## config.mk

```make
export PLATFORM = sky130hd
export DESIGN_NAME = irq_arbiter
export DESIGN_NICKNAME = d
export VERILOG_FILES = /design/src/rtl/irq_pkg.sv /design/src/rtl/irq_timer.sv /design/src/rtl/irq_arbiter.sv
export SDC_FILE = /design/constraint.sdc
export NUM_CORES = 1
export LEC_CHECK = 0
export CORE_ASPECT_RATIO = 0.7
export CORE_UTILIZATION = 35
export CTS_CLUSTER_SIZE = 28
export DETAILED_ROUTE_END_ITERATION = 7
export HOLD_SLACK_MARGIN = 0.1
export MAX_ROUTING_LAYER = met4
export PLACE_DENSITY = 0.71
export SLEW_MARGIN = 20
export SYNTH_ARGS = -nofsm -noshare
export SYNTH_HDL_FRONTEND = slang
export SYNTH_SLANG_ARGS = --single-unit
```

## constraint.sdc

```tcl
create_clock -name i_clock -period 1.8 [get_ports i_clock]
set_clock_uncertainty 0.1 [all_clocks]
set_input_delay 0.36 -clock i_clock [delete_from_list [all_inputs] [get_ports i_clock]]
set_output_delay 0.36 -clock i_clock [all_outputs]
set_load 0.1 [all_outputs]
```

## src/rtl/irq_pkg.sv

```systemverilog
// Shared constants for the interrupt arbiter: itype codes, FSM states,
// source indices and the one-hot-to-code helper.
package irq_pkg;

  localparam int NSRC     = 3;
  localparam int SRC_GPIO = 0;
  localparam int SRC_UART = 1;
  localparam int SRC_TIM1 = 2;

  typedef enum logic [3:0] {
    ITYPE_EXE  = 4'b0000,
    ITYPE_GPIO = 4'b0011,
    ITYPE_UART = 4'b0100,
    ITYPE_TIM1 = 4'b0101
  } itype_e;

  typedef enum logic [1:0] {
    ST_IDLE,
    ST_OFFER,
    ST_SERVICE
  } state_e;

  function automatic itype_e code_of(input logic [NSRC-1:0] oh);
    itype_e code;
    code = ITYPE_EXE;
    if (oh[SRC_GPIO])      code = ITYPE_GPIO;
    else if (oh[SRC_UART]) code = ITYPE_UART;
    else if (oh[SRC_TIM1]) code = ITYPE_TIM1;
    return code;
  endfunction

endpackage

```

## src/rtl/irq_timer.sv

```systemverilog
// Periodic TIM1 event source: down-counter reloaded from i_tim_reload,
// one-cycle event each time it reaches zero; a zero reload parks it silently.
module irq_timer (
  input  logic        i_clock,
  input  logic        i_reset,
  input  logic [15:0] i_tim_reload,
  output logic        o_event
);

  logic [15:0] r_count;
  logic        w_zero;

  assign w_zero  = (r_count == 16'd0);
  assign o_event = w_zero && (i_tim_reload != 16'd0);

  always_ff @(posedge i_clock or posedge i_reset) begin
    if (i_reset)
      r_count <= 16'd0;
    else if (w_zero)
      r_count <= i_tim_reload;
    else
      r_count <= r_count - 16'd1;
  end

endmodule

```

## src/rtl/irq_arbiter.sv

```systemverilog
// Fixed-priority interrupt arbiter (GPIO > UART > TIM1) with offer/ack handshake.
// Define IRQ_TIMER_EN to replace the external tim1_req with the internal irq_timer.
module irq_arbiter
  import irq_pkg::*;
(
  input  logic        i_clock,
  input  logic        i_reset,
  input  logic        i_gpio_req,
  input  logic        i_uart_req,
  input  logic        i_tim1_req,
  input  logic [15:0] i_tim_reload,
  input  logic [2:0]  i_irq_en,
  input  logic [2:0]  i_tick,
  input  logic        i_cpu_i,
  output logic [3:0]  o_itype,
  output logic [2:0]  o_pending
);

  state_e          r_state, w_state_next;
  itype_e          r_itype, w_itype_next;
  logic [NSRC-1:0] r_req_prev, r_pending, r_src_oh;
  logic            r_armed, r_cpu_prev, r_tick_zero;
  logic [NSRC-1:0] w_req, w_req_evt, w_src_evt, w_offer, w_win, w_clr;
  logic            w_cpu_rise, w_ack, w_src_en, w_unused;

  assign w_req     = {i_tim1_req, i_uart_req, i_gpio_req};
  // r_armed masks the first edge after reset so a request already high is not an event
  assign w_req_evt = w_req & ~r_req_prev & {NSRC{r_armed}};

`ifdef IRQ_TIMER_EN
  logic w_tim_evt;

  irq_timer u_timer (
    .i_clock      (i_clock),
    .i_reset      (i_reset),
    .i_tim_reload (i_tim_reload),
    .o_event      (w_tim_evt)
  );

  assign w_src_evt = {w_tim_evt, w_req_evt[SRC_UART], w_req_evt[SRC_GPIO]};
  assign w_unused  = w_req_evt[SRC_TIM1];
`else
  assign w_src_evt = w_req_evt;
  assign w_unused  = ^i_tim_reload;
`endif

  always_ff @(posedge i_clock or posedge i_reset) begin
    if (i_reset) begin
      r_req_prev  <= '0;
      r_armed     <= 1'b0;
      r_cpu_prev  <= 1'b0;
      r_tick_zero <= 1'b0;
    end else begin
      r_req_prev  <= w_req;
      r_armed     <= 1'b1;
      r_cpu_prev  <= i_cpu_i;
      r_tick_zero <= (i_tick == 3'd0);
    end
  end

  // Set beats clear so an event coinciding with its own acknowledge survives
  generate
    for (genvar gi = 0; gi < NSRC; gi++) begin : g_pending
      always_ff @(posedge i_clock or posedge i_reset) begin
        if (i_reset)
          r_pending[gi] <= 1'b0;
        else
          r_pending[gi] <= (r_pending[gi] & ~w_clr[gi]) | (w_src_evt[gi] & i_irq_en[gi]);
      end
    end
  endgenerate

  assign w_offer    = r_pending & i_irq_en;
  assign w_win      = w_offer & (~w_offer + 3'd1);
  assign w_cpu_rise = i_cpu_i & ~r_cpu_prev;
  assign w_ack      = w_cpu_rise & r_tick_zero;
  assign w_src_en   = |(r_src_oh & i_irq_en);

  always_ff @(posedge i_clock or posedge i_reset) begin
    if (i_reset) begin
      r_state  <= ST_IDLE;
      r_itype  <= ITYPE_EXE;
      r_src_oh <= '0;
    end else begin
      r_state <= w_state_next;
      r_itype <= w_itype_next;
      if (r_state == ST_IDLE && w_state_next == ST_OFFER)
        r_src_oh <= w_win;
    end
  end

  always_comb begin
    w_state_next = r_state;
    case (r_state)
      ST_IDLE: begin
        if (w_cpu_rise)
          w_state_next = ST_SERVICE;
        else if (!i_cpu_i && (|w_offer))
          w_state_next = ST_OFFER;
      end
      ST_OFFER: begin
        if (!w_src_en)
          w_state_next = ST_IDLE;
        else if (w_ack)
          w_state_next = ST_SERVICE;
      end
      ST_SERVICE: begin
        if (!i_cpu_i)
          w_state_next = ST_IDLE;
      end
      default: w_state_next = ST_IDLE;
    endcase
  end

  always_comb begin
    w_itype_next = ITYPE_EXE;
    w_clr        = '0;
    if (r_state == ST_IDLE && w_state_next == ST_OFFER)
      w_itype_next = code_of(w_win);
    else if (r_state == ST_OFFER && w_state_next == ST_OFFER)
      w_itype_next = code_of(r_src_oh);
    else if (r_state == ST_OFFER && w_state_next == ST_SERVICE)
      w_clr = r_src_oh;
  end

  assign o_itype   = r_itype;
  assign o_pending = r_pending;

endmodule
```

# After elaboration in Yosys (flattened, before gate mapping)
# Index checks and enable logic that the tools add are counted.
dict set report op_classes {
  addsub 1
  n_eq_ne 4
  mux 17
  bitwise_logic 22
  reduce_logical 9
}
# operator n
set ops {}
lappend ops {{3-bit 2-to-1 mux} 10}
lappend ops {{3-bit bitwise AND} 5}
lappend ops {{2-bit 2-to-1 mux} 5}
lappend ops {{1-bit bitwise AND} 8}
lappend ops {{3-bit inverter} 2}
lappend ops {{2-bit case mux with 3 select lines} 1}
lappend ops {{3-bit OR reduction} 2}
lappend ops {{2-bit by 1-bit equality test with 1-bit output, second input constant} 2}
lappend ops {{2-bit equality test, second input constant} 2}
lappend ops {{1-bit logical AND} 4}
lappend ops {{4-bit 2-to-1 mux} 1}
lappend ops {{1-bit inverter} 4}
lappend ops {{3-bit by 1-bit adder with 3-bit output, second input constant} 1}
lappend ops {{3-bit zero test} 1}
lappend ops {{1-bit bitwise OR} 3}
lappend ops {{2-bit zero test} 1}
lappend ops {{1-bit zero test} 1}
dict set report totals {
  regBits 18
  inputBits 28
  out_inout_bits 7
  wordCells 63
}

# Depth between registers and ports, before layout
# Gate-level depths: netlist of run 1.
dict set report depth {
  word_depth 14
  depth_mapped 3
  ltp_nobuf 3
}

# Least setup slack after synthesis of run 1
# No wires, ideal clock.
dict set report synth_timing {
  path_kind {reg-to-reg}
  startpoint {register r_pending[0], in the netlist o_pending[0]}
  endpoint {register r_itype[2], in the netlist o_itype[2]}
  setup_ps 143
  arrival_ps 1555
  t_required_ps 1557
  setup_slack_ps 2
  path_stages_with_launch 4
  path_buffers 0
  period_less_slack_ps 1798
  cell_sequence {dfrtp_1 > a22o_1 > o21ai_0 > o32ai_2}
}
dict set report synth_between {
  elab_chain_len 10
  word_cells_on_any_way 17
  cone_classes {add/sub: 1; eq/ne: 1; mux: 8; bitwise: 3; reduce/logical: 4}
}
# element line_no
set synth_rtl {}
lappend synth_rtl {{start: declaration} irq_arbiter.sv:21} ;# logic [NSRC-1:0] r_req_prev, r_pending, r_src_oh;
lappend synth_rtl {{start signal: indexed assignment} irq_arbiter.sv:68} ;# r_pending[gi] <= (r_pending[gi] & ~w_clr[gi]) | (w_src_evt[gi] & i_irq_en[gi]);
lappend synth_rtl {{3-bit bitwise AND (*)} irq_arbiter.sv:73} ;# assign w_offer = r_pending & i_irq_en;
lappend synth_rtl {{3-bit OR reduction} irq_arbiter.sv:98} ;# else if (!i_cpu_i && (|w_offer))
lappend synth_rtl {{1-bit logical AND} irq_arbiter.sv:98}
lappend synth_rtl {{2-bit 2-to-1 mux} irq_arbiter.sv:98}
lappend synth_rtl {{2-bit 2-to-1 mux} irq_arbiter.sv:96} ;# if (w_cpu_rise)
lappend synth_rtl {{2-bit case mux with 3 select lines} irq_arbiter.sv:94} ;# case (r_state)
lappend synth_rtl {{2-bit by 1-bit equality test with 1-bit output} {irq_arbiter.sv:118, irq_arbiter.sv:120}}
lappend synth_rtl {{1-bit logical AND} irq_arbiter.sv:120} ;# else if (r_state == ST_OFFER && w_state_next == ST_OFFER)
lappend synth_rtl {{3-bit 2-to-1 mux} irq_arbiter.sv:120}
lappend synth_rtl {{4-bit 2-to-1 mux (*)} irq_arbiter.sv:118} ;# if (r_state == ST_IDLE && w_state_next == ST_OFFER)
lappend synth_rtl {{named net w_itype_next[2]} irq_arbiter.sv:20} ;# itype_e r_itype, w_itype_next;
lappend synth_rtl {{end signal: assignment} irq_arbiter.sv:86} ;# r_itype <= w_itype_next;
lappend synth_rtl {{end: declaration} irq_arbiter.sv:20}
# The timed path passes the listed nets; every way through them passes the cells marked *.
# A chain may end at the register's enable or synchronous reset.

# Worst setup path in the final report of run 1
dict set report layout_timing {
  startpoint {input port i_irq_en[0]}
  endpoint {register r_itype[2], in the netlist o_itype[2]}
}
dict set report layout_between {
  elab_chain_len 10
  word_cells_on_any_way 20
  cone_classes {add/sub: 1; eq/ne: 1; mux: 9; bitwise: 4; reduce/logical: 5}
}
# element line_no
set layout_rtl {}
lappend layout_rtl {{start: declaration} irq_arbiter.sv:12} ;# input logic [2:0] i_irq_en,
lappend layout_rtl {{3-bit bitwise AND} irq_arbiter.sv:73}
lappend layout_rtl {{3-bit OR reduction} irq_arbiter.sv:98}
lappend layout_rtl {{1-bit logical AND} irq_arbiter.sv:98}
lappend layout_rtl {{2-bit 2-to-1 mux} irq_arbiter.sv:98}
lappend layout_rtl {{2-bit 2-to-1 mux} irq_arbiter.sv:96}
lappend layout_rtl {{2-bit case mux with 3 select lines} irq_arbiter.sv:94}
lappend layout_rtl {{2-bit by 1-bit equality test with 1-bit output} {irq_arbiter.sv:118, irq_arbiter.sv:120}}
lappend layout_rtl {{1-bit logical AND} irq_arbiter.sv:120}
lappend layout_rtl {{3-bit 2-to-1 mux} irq_arbiter.sv:120}
lappend layout_rtl {{4-bit 2-to-1 mux (*)} irq_arbiter.sv:118}
lappend layout_rtl {{named net w_itype_next[2]} irq_arbiter.sv:20}
# Marked as above.

==> reports/metrics.yaml, run 1 <==
max_stage_delay_ps: 490
ys_seq_area_frac: 0.6039
synthFlopType: "dfrtp_1"
worstPathArrival_ps: 1680
combPwrFrac: 0.446
finalHoldViolations: 0
rows: 13
syn_to_final_growth_pct: 45.83
p_leak_nw: 0.4671
postSynth.asyncResetShare: 1.000
core_region_area_um2: 1871
criticalPathCategory: "in -> reg"
nets: 119
power.share.clock: 0.146
dieHeight_um: 39.54
cap_violations: 0
switching_share: 0.4205
final-setup-viol-count: 0
postCtsSetupRepairBufs: 0
syn-cell-area_um2: 704.4
antenna_found_initial: 0
ys_types: 23
whs_ps: 261.8
tritoncts: "done"
via_per_inst: 4.964
max_freq_mhz: 630.6
grt_pass1_wl_um: 2311
rr_worst_depth: 3
drt_iter0_markers: 9
dp.cells: 108
initial_core_util: 0.3766
syn_nets: 92
cp.required_ps: 1900
synth_edf_count: 0
finalPower_mw: 1.363
drc: 0
synth_area_leader_cell: "dfrtp_1"
clock_latency_ps: 290
drt.antenna.violating_nets: 0
setup_tns_ps: 0
routabilityCongestion: 0.8741
drt-pass1-iter-count: 4
clk_pin_slew_ps: 100
power.switching_uw: 573.0
ys_ff_latch: 17
cp-start-kind: "input port"
h-tree-depth: 1
rsz0062_at_grt: "false"
status: "complete, no violations"
fin_crit_sh: 0.8810
p_int_uw: 789.7
hpwl_um: 1029
ir_drop_uv: 891.1
sequentialPowerShare: 0.408
dieWidth_um: 55.62
clockRootBuffer: "clkbuf_4"
cts_buffers: 3
critical-path-slowest-cell: "clkdlybuf4s50_1"
end_kind: "flop"
postSynthCellCount: 64
yosys_warnings: 0
grt-ovfl-total: 0
synthTopCellsByCount: "17 x dfrtp_1, 6 x a21oi_1, 5 x inv_1, 5 x nor2_1"
hp-class: "in -> async"
critPathMaxFanout: 4
num_vias: 556
final_cells: 112
yosys.area.top_type_share: 0.6039
io_buffers: 17
totalWireLength_um: 1340
clk_path_buf_depth: 2
dieArea_um2: 2199
cts_sinks: 17
num_io_pins: 35
p_per_area_nw_per_um2: 1327
grt_pass1_vias: 530
grt_max_degree: 18
nFillCells: 167
synth.most_common_cell: "dfrtp_1"
drive_above_1_share: 0.2000
grt_usage: 0.1574
ctsHoldBuffers: 0
slew_violations: 0
period_minus_slack_ps: 1586
syn-mean-instance-area_um2: 11.01
crit_path_cell_trace: "clkdlybuf4s50_1, a222oi_1, or3b_4, o32ai_2"
cts_resized: 0
synth_area_leaders: "dfrtp_1 60%, a21oi_1 4.3%, and4b_1 2.8%"
wire_per_inst_um: 11.96
n_antenna_cell: 0
==> final timing paths <==
kind | startpoint | endpoint | slack, ps
min in group i_clock | r_state[0]$_DFF_PP0_ | r_state[1]$_DFF_PP0_ | 410
max in group asynchronous | i_reset | o_itype[1]$_DFF_PP0_ | 1150
hold / removal | i_reset | r_req_prev[2]$_DFF_PP0_ | 260
setup / recovery | i_irq_en[0] | o_itype[2]$_DFF_PP0_ | 210
setup reg to reg | r_src_oh[0]$_DFFE_PP0N_ | o_itype[2]$_DFF_PP0_ | 300
hold reg to reg | r_state[0]$_DFF_PP0_ | r_state[1]$_DFF_PP0_ | 410
==> cells by family (layout without fill, tap and decap cells) <==
logic type / count (synthesis) / after routing / share of synthesized area
AND/OR/NAND/NOR: 22 / 22 / 0.1794
AO/OA/AOI/OAI: 17 / 17 / 0.1688
flip-flops: 17 / 17 / 0.6039
buffers and inverters: 6 / 32 / 0.03731
other: 2 / 2 / 0.01066
==> sequential cells by signal, summed over array words and instances (netlist names) <==
signal	count
o_itype	3
o_pending	3
r_armed	1
r_cpu_prev	1
r_req_prev	3
r_src_oh	3
r_state	2
r_tick_zero	1
==> cell type report <==
cell class | count | area [um^2] | area share
Clock inverter | 1 | 5.005 | 0.004872
Clock buffer | 3 | 22.52 | 0.02192
Sequential cell | 17 | 425.4 | 0.4141
Tap cell | 22 | 27.53 | 0.02680
Timing Repair Buffer | 23 | 275.3 | 0.2680
Multi-Input combinational cell | 41 | 252.7 | 0.2460
Inverter | 5 | 18.77 | 0.01827
==> power groups by stage <==
stage / Clock, mW / Combinational, mW / Sequential [mW]
3_3_place_gp: 0 / 0.600 / 0.556
4_1_cts: 0.209 / 0.610 / 0.555
2_1_floorplan: 0 / 0.188 / 0.738
3_5_place_dp: 0 / 0.605 / 0.563
6_report: 0.199 / 0.608 / 0.556
5_1_grt: 0.229 / 0.642 / 0.567
==> layout by cell type, fill, tap and decap left out, types with 4 or more instances in the layout <==
cell             instances
a21oi_1                  6
buf_12                   6
buf_4                    6
clkdlybuf4s50_1         11
dfrtp_1                 17
inv_1                    5
nand2_1                  4
nor2_1                   5
nor3_1                   4
==> through the flow <==
step,setup slack (ps),utilization,area [um^2]
floorplan,1.851,-,704.4
global placement,-76.25,0.5344,999.7
detailed placement,-89.08,0.5344,999.7
CTS,214.7,0.5492,1027
global route,135.4,0.5492,1027
finish,214.3,0.5492,1027
==> metal layers <==
layer | global-route usage | routed length, um | vias to the layer above
met5 | - | 0 | -
met1 | 0.1844 | 658 | 260
met2 | 0.2470 | 578 | 18
met3 | 0.06931 | 85 | 2
li1 | - | - | 276
met4 | 0.05625 | 18 | 0
==> critical path, delay by kind of cell <==
| family | cells | cell delay, ps |
|---|---|---|
| AND/OR/NAND/NOR | 1 | 450 |
| AO/OA/AOI/OAI | 2 | 380 |
| buffers and inverters | 1 | 490 |
No activity file was read; power rests on OpenSTA's default activity.
==> run 2, diff against run 1 <==
RECOVER_POWER = 25   (was unset)
SLEW_MARGIN = 5   (was 20)
==> run 2 against run 1 <==
  * Wire length stayed put
  * Power shrank 0.22%
  * Combinational power is essentially flat
  * Die area did not move
  * Sequential power hardly changed
  * Critical endpoint unchanged
  * Register-to-register slack about the same
  * Sequential share of layout area is 0.15 points higher
  * Via count fell by 0.36%
  * Critical path depth stayed put
  * Non-clock buffer count is the same
  * Clock power barely moved
  * Clock-buffer cell count stayed put
==> reports/metrics.yaml, run 2 (synthesis results as in run 1) <==
nets: 119  # unchanged
p_per_area_nw_per_um2: 1329  # +0.15%
slew-limit-headroom: 0.3925
mostFrequentLayoutCell: "dfrtp_1"
p_leak_nw: 0.4643  # -0.61%
final_cells: 112  # unchanged
end_kind: "flop"
dpl_cell_area_um2: 999.7  # unchanged
rows: 13  # unchanged
grt-ovfl-total: 0  # unchanged
io_buffers: 17  # unchanged
drive_above_1_share: 0.1889  # -0.01111
via_per_inst: 4.946  # -0.36%
hp-class: "reg -> reg"
finalPower_mw: 1.360  # -0.22%
critPathMaxFanout: 4  # unchanged
postCtsSetupRepairBufs: 0  # unchanged
slew_violations: 0  # unchanged
criticalPathCategory: "in -> reg"
drc: 0  # unchanged
cp.required_ps: 1900  # about the same
grt_max_degree: 18  # unchanged
h-tree-depth: 1  # unchanged
drt-pass1-iter-count: 4  # unchanged
antenna_found_initial: 0  # unchanged
grt_pass1_wl_um: 2311  # unchanged
setup_tns_ps: 0  # unchanged
place_ws_ps: -89.08  # unchanged
grt_usage: 0.1574  # unchanged
totalWireLength_um: 1340  # unchanged
drt_iter0_markers: 9  # unchanged
whs_ps: 414.9  # +153.0 ps
cp-start-kind: "input port"
min_path_cells: 1
rr_worst_depth: 3  # unchanged
cap_violations: 0  # unchanged
clk_path_buf_depth: 2  # unchanged
finalWorstSetupSlack_ps: 214.5  # +0.1910 ps
dieWidth_um: 55.62  # unchanged
ir_drop_uv: 890.2  # -0.10%
num_io_pins: 35  # unchanged
dieArea_um2: 2199  # unchanged
finalHoldViolations: 0  # unchanged
dp.cells: 108  # unchanged
clock_latency_ps: 290  # about the same
worstMarginPinSlew_ps: 911.3
tritoncts: "done"
num_vias: 554  # -0.36%
drt.antenna.violating_nets: 0  # unchanged
final_core_util: 0.5472  # -0.002007
hpwl_um: 1029  # unchanged
max_freq_mhz: 630.7  # about the same
cts_resized: 0  # unchanged
fin_crit_sh: 0.8809  # about the same
cts_buffers: 3  # unchanged
initial_core_util: 0.3766  # unchanged
n_antenna_cell: 0  # unchanged
grt_pass1_vias: 530  # unchanged
clockRootBuffer: "clkbuf_4"
layout_common_cells: "17 x dfrtp_1, 8 x clkdlybuf4s50_1, 6 x a21oi_1, 6 x buf_12"
wire_per_inst_um: 11.96  # unchanged
core_region_area_um2: 1871  # unchanged
rsz0062_at_grt: "false"
dieHeight_um: 39.54  # unchanged
nFillCells: 167  # unchanged
design_area_um2: 1023  # -0.37%
routabilityCongestion: 0.8741  # unchanged
cts_sinks: 17  # unchanged
clk_pin_slew_ps: 90  # about the same
syn_to_final_growth_pct: 45.29
final-setup-viol-count: 0  # unchanged
period_minus_slack_ps: 1586  # -0.1910 ps
ctsHoldBuffers: 0  # unchanged
status: "complete, no violations"
worstPathArrival_ps: 1680  # about the same
run 2: changes by cell type in the layout (fill, tap and decap cells not counted):
| cell | before | now |
|---|---|---|
| buf_4 | 6 | 5 |
| clkbuf_1 | 0 | 1 |
| clkdlybuf4s50_1 | 11 | 8 |
| dlygate4sd3_1 | 0 | 3 |
run 2: layer usage:
layer	part of all wire	track usage	vias up	wire length, um
met3	0.063	0.06931	2	85
met4	0.013	0.05625	0	18
met1	0.49	0.1844	257	659
li1	-	-	277	-
met5	0	-	-	0
met2	0.43	0.2470	18	576
run 2: worst max-delay path, cell delays in order:
cell and delay (ps):
clkdlybuf4s50_1 490, a222oi_1 130, or3b_4 450, o32ai_2 250
run 2: cell type report:
cell class              count  area [um^2]  area share
repair buffers             23        271.5      0.2653
clock buffers               3        22.52     0.02200
flip-flops and latches     17        425.4      0.4156
well taps                  22        27.53     0.02689
inverters                   5        18.77     0.01834
multi-input cells          41        252.7      0.2469
clock inverters             1        5.005    0.004890
run 2: final timing paths:
kind	end	slack [ps]	start
worst min register to register	r_state[1]$_DFF_PP0_	410	r_state[0]$_DFF_PP0_
worst max register to register	o_itype[2]$_DFF_PP0_	300	r_src_oh[0]$_DFFE_PP0N_
min in group asynchronous	r_req_prev[2]$_DFF_PP0_	660	i_reset
worst min-delay path	r_state[1]$_DFF_PP0_	410	r_state[0]$_DFF_PP0_
max in group asynchronous	o_itype[1]$_DFF_PP0_	380	i_reset
worst max-delay path	o_itype[2]$_DFF_PP0_	210	i_irq_en[0]
run 2: power by group:
part           total, mW  switching, mW  internal [mW]  leakage, nW
Combinational      0.606          0.365          0.241        0.244
Clock              0.199          0.116         0.0827       0.0177
Sequential         0.555         0.0912          0.464        0.202
Total               1.36          0.572          0.787        0.464
==> run 3, diff against run 2 <==
CELL_PAD_IN_SITES_DETAIL_PLACEMENT = 1   (was unset)
CELL_PAD_IN_SITES_GLOBAL_PLACEMENT = 2   (was unset)
CORE_ASPECT_RATIO = 1.1   (was 0.7)
CORE_UTILIZATION = 22   (was 35)
PLACE_DENSITY = unset   (was 0.71)
PLACE_DENSITY_LB_ADDON = 0.1   (was unset)
==> run 3 against run 2 <==
  * Clock-buffer cell count increased by 1
  * Flip-flop and latch count stayed put
  * Sequential power about the same
  * Final area rose by 1.3%
  * Critical path depth unchanged
  * Fmax is 1.9% lower
  * Critical endpoint unchanged
  * Sequential share of layout area shrank 0.55 points
  * Worst setup slack got worse by 31 ps
  * Highest routed layer unchanged
  * Utilization shrank 21 points
  * Hold slack worse by 20 ps
  * Register-to-register slack lost 70 ps
  * Clock power is 7% higher
==> reports/metrics.yaml, run 3 (synthesis results as in run 1) <==
critPathMaxFanout: 4  # unchanged
dpl_cell_area_um2: 1015  # +1.5%
grt_usage: 0.1206  # -0.03684
num_io_pins: 35  # unchanged
clockRootBuffer: "clkbuf_4"
cp-start-kind: "input port"
drive_above_1_share: 0.1778  # -0.01111
power.switching_uw: 589.6  # +3.0%
ctsHoldBuffers: 0  # unchanged
switching_share: 0.4273  # +0.006331
mostFrequentLayoutCell: "dfrtp_1"
max_freq_mhz: 618.7  # -1.9%
via_per_inst: 4.637  # -6.3%
worstMarginPinSlew_ps: 936.6  # +25.30 ps
nets: 119  # unchanged
drc: 0  # unchanged
dieWidth_um: 55.95  # +0.59%
clk_path_buf_depth: 2  # unchanged
grt_pass1_vias: 643  # +21%
end_kind: "flop"
n_antenna_cell: 0  # unchanged
ir_drop_uv: 660.0  # -26%
io_buffers: 17  # unchanged
num_vias: 575  # +3.8%
cts_sinks: 17  # unchanged
fin_crit_sh: 0.8979  # +0.01703
layout_common_cells: "17 x dfrtp_1, 7 x clkdlybuf4s50_1, 6 x a21oi_1, 6 x buf_12"
finalHoldViolations: 0  # unchanged
hp-class: "reg -> reg"
dieHeight_um: 61.35  # +55%
tritoncts: "done"
totalWireLength_um: 1660  # +24%
rsz0062_at_grt: "false"
final_core_util: 0.3403  # -0.2068
p_per_area_nw_per_um2: 1330  # +0.14%
power.share.clock: 0.154  # +0.008
sequentialPowerShare: 0.403  # -0.005
p_int_uw: 790.3  # +0.37%
worstPathArrival_ps: 1730  # +50 ps
design_area_um2: 1037  # +1.3%
slew-limit-headroom: 0.3756  # -0.01687
initial_core_util: 0.2311  # -0.1455
clk_pin_slew_ps: 100  # about the same
syn_to_final_growth_pct: 47.25
postCtsSetupRepairBufs: 0  # unchanged
cts_resized: 0  # unchanged
finalPower_mw: 1.380  # +1.5%
grt_pass1_wl_um: 2960  # +28%
clock_latency_ps: 290  # about the same
antenna_found_initial: 0  # unchanged
slew_violations: 0  # unchanged
h-tree-depth: 1  # unchanged
setup_tns_ps: 0  # unchanged
core_region_area_um2: 3048  # +63%
dieArea_um2: 3432  # +56%
wire_per_inst_um: 13.39  # +12%
dp.cells: 120  # +11%
routabilityCongestion: 0.7923  # -9.4%
grt_max_degree: 18  # unchanged
hpwl_um: 1281  # +24%
drt_iter0_markers: 16  # +7
combPwrFrac: 0.443  # -0.003
final-setup-viol-count: 0  # unchanged
p_leak_nw: 0.4619  # -0.53%
criticalPathCategory: "in -> reg"
drt.antenna.violating_nets: 0  # unchanged
grt-ovfl-total: 0  # unchanged
cp.required_ps: 1910  # about the same
drt-pass1-iter-count: 4  # unchanged
final_cells: 124  # +11%
status: "complete, no violations"
cap_violations: 0  # unchanged
cts_buffers: 3  # unchanged
period_minus_slack_ps: 1616  # +30.65 ps
rows: 21  # +8
run 3: cell count changes in the layout (fill, tap and decap cells not counted), sizes merged:
cell	previous run	this run
clkbuf	4	5
clkdlybuf4s50	8	7
clkinv	1	0
dlygate4sd3	3	4
run 3: metal layers:
| layer | global-route usage | up-vias | part of all wire |
|---|---|---|---|
| met5 | - | - | 0 |
| met1 | 0.1312 | 281 | 0.43 |
| li1 | - | 279 | - |
| met2 | 0.2186 | 10 | 0.52 |
| met4 | 0.06272 | 0 | 0.021 |
| met3 | 0.01891 | 5 | 0.030 |
run 3: path summary, 6_finish.rpt:
| kind | to | start | depth (start not counted) | slack [ps] |
|---|---|---|---|---|
| hold / removal | o_pending[2]$_DFF_PP0_ | r_req_prev[2]$_DFF_PP0_ | 2 | 390 |
| hold reg to reg | o_pending[2]$_DFF_PP0_ | r_req_prev[2]$_DFF_PP0_ | 2 | 390 |
| setup / recovery | o_itype[2]$_DFF_PP0_ | i_irq_en[2] | 4 | 180 |
| setup reg to reg | r_state[1]$_DFF_PP0_ | r_src_oh[0]$_DFFE_PP0N_ | 3 | 230 |
| min in group asynchronous | r_req_prev[1]$_DFF_PP0_ | i_reset | 3 | 670 |
| max in group asynchronous | o_itype[0]$_DFF_PP0_ | i_reset | 3 | 360 |
run 3: power by group through the flow:
stage | Clock [mW] | Combinational, mW | Sequential, mW
finish | 0.213 | 0.611 | 0.556
global route | 0.233 | 0.649 | 0.578
CTS | 0.221 | 0.620 | 0.556
detailed placement | 0 | 0.616 | 0.564
global placement | 0 | 0.613 | 0.564
floorplan | 0 | 0.188 | 0.738
run 3: cell type report:
type	count	area [um^2]
clock buffer	4	26.28
fill	358	2011
inverter	5	18.77
multi-input combinational	41	252.7
sequential	17	425.4
tap	34	42.54
timing repair buffer	23	271.5
run 3: critical path, cell delays in order:
cell and delay [ps]:
clkdlybuf4s50_1 520, a222oi_1 140, or3b_4 460, o32ai_2 250
run 3: per-stage QoR:
step | hold WS [ps] | worst slack [ps]
4_1_cts | 279.8 | 165.3
3_3_place_gp | 380.0 | -128.9
6_report | 395.0 | 183.8
3_5_place_dp | 390.2 | -151.6
5_1_grt | 455.6 | 90.95
2_1_floorplan | 186.1 | 1.851
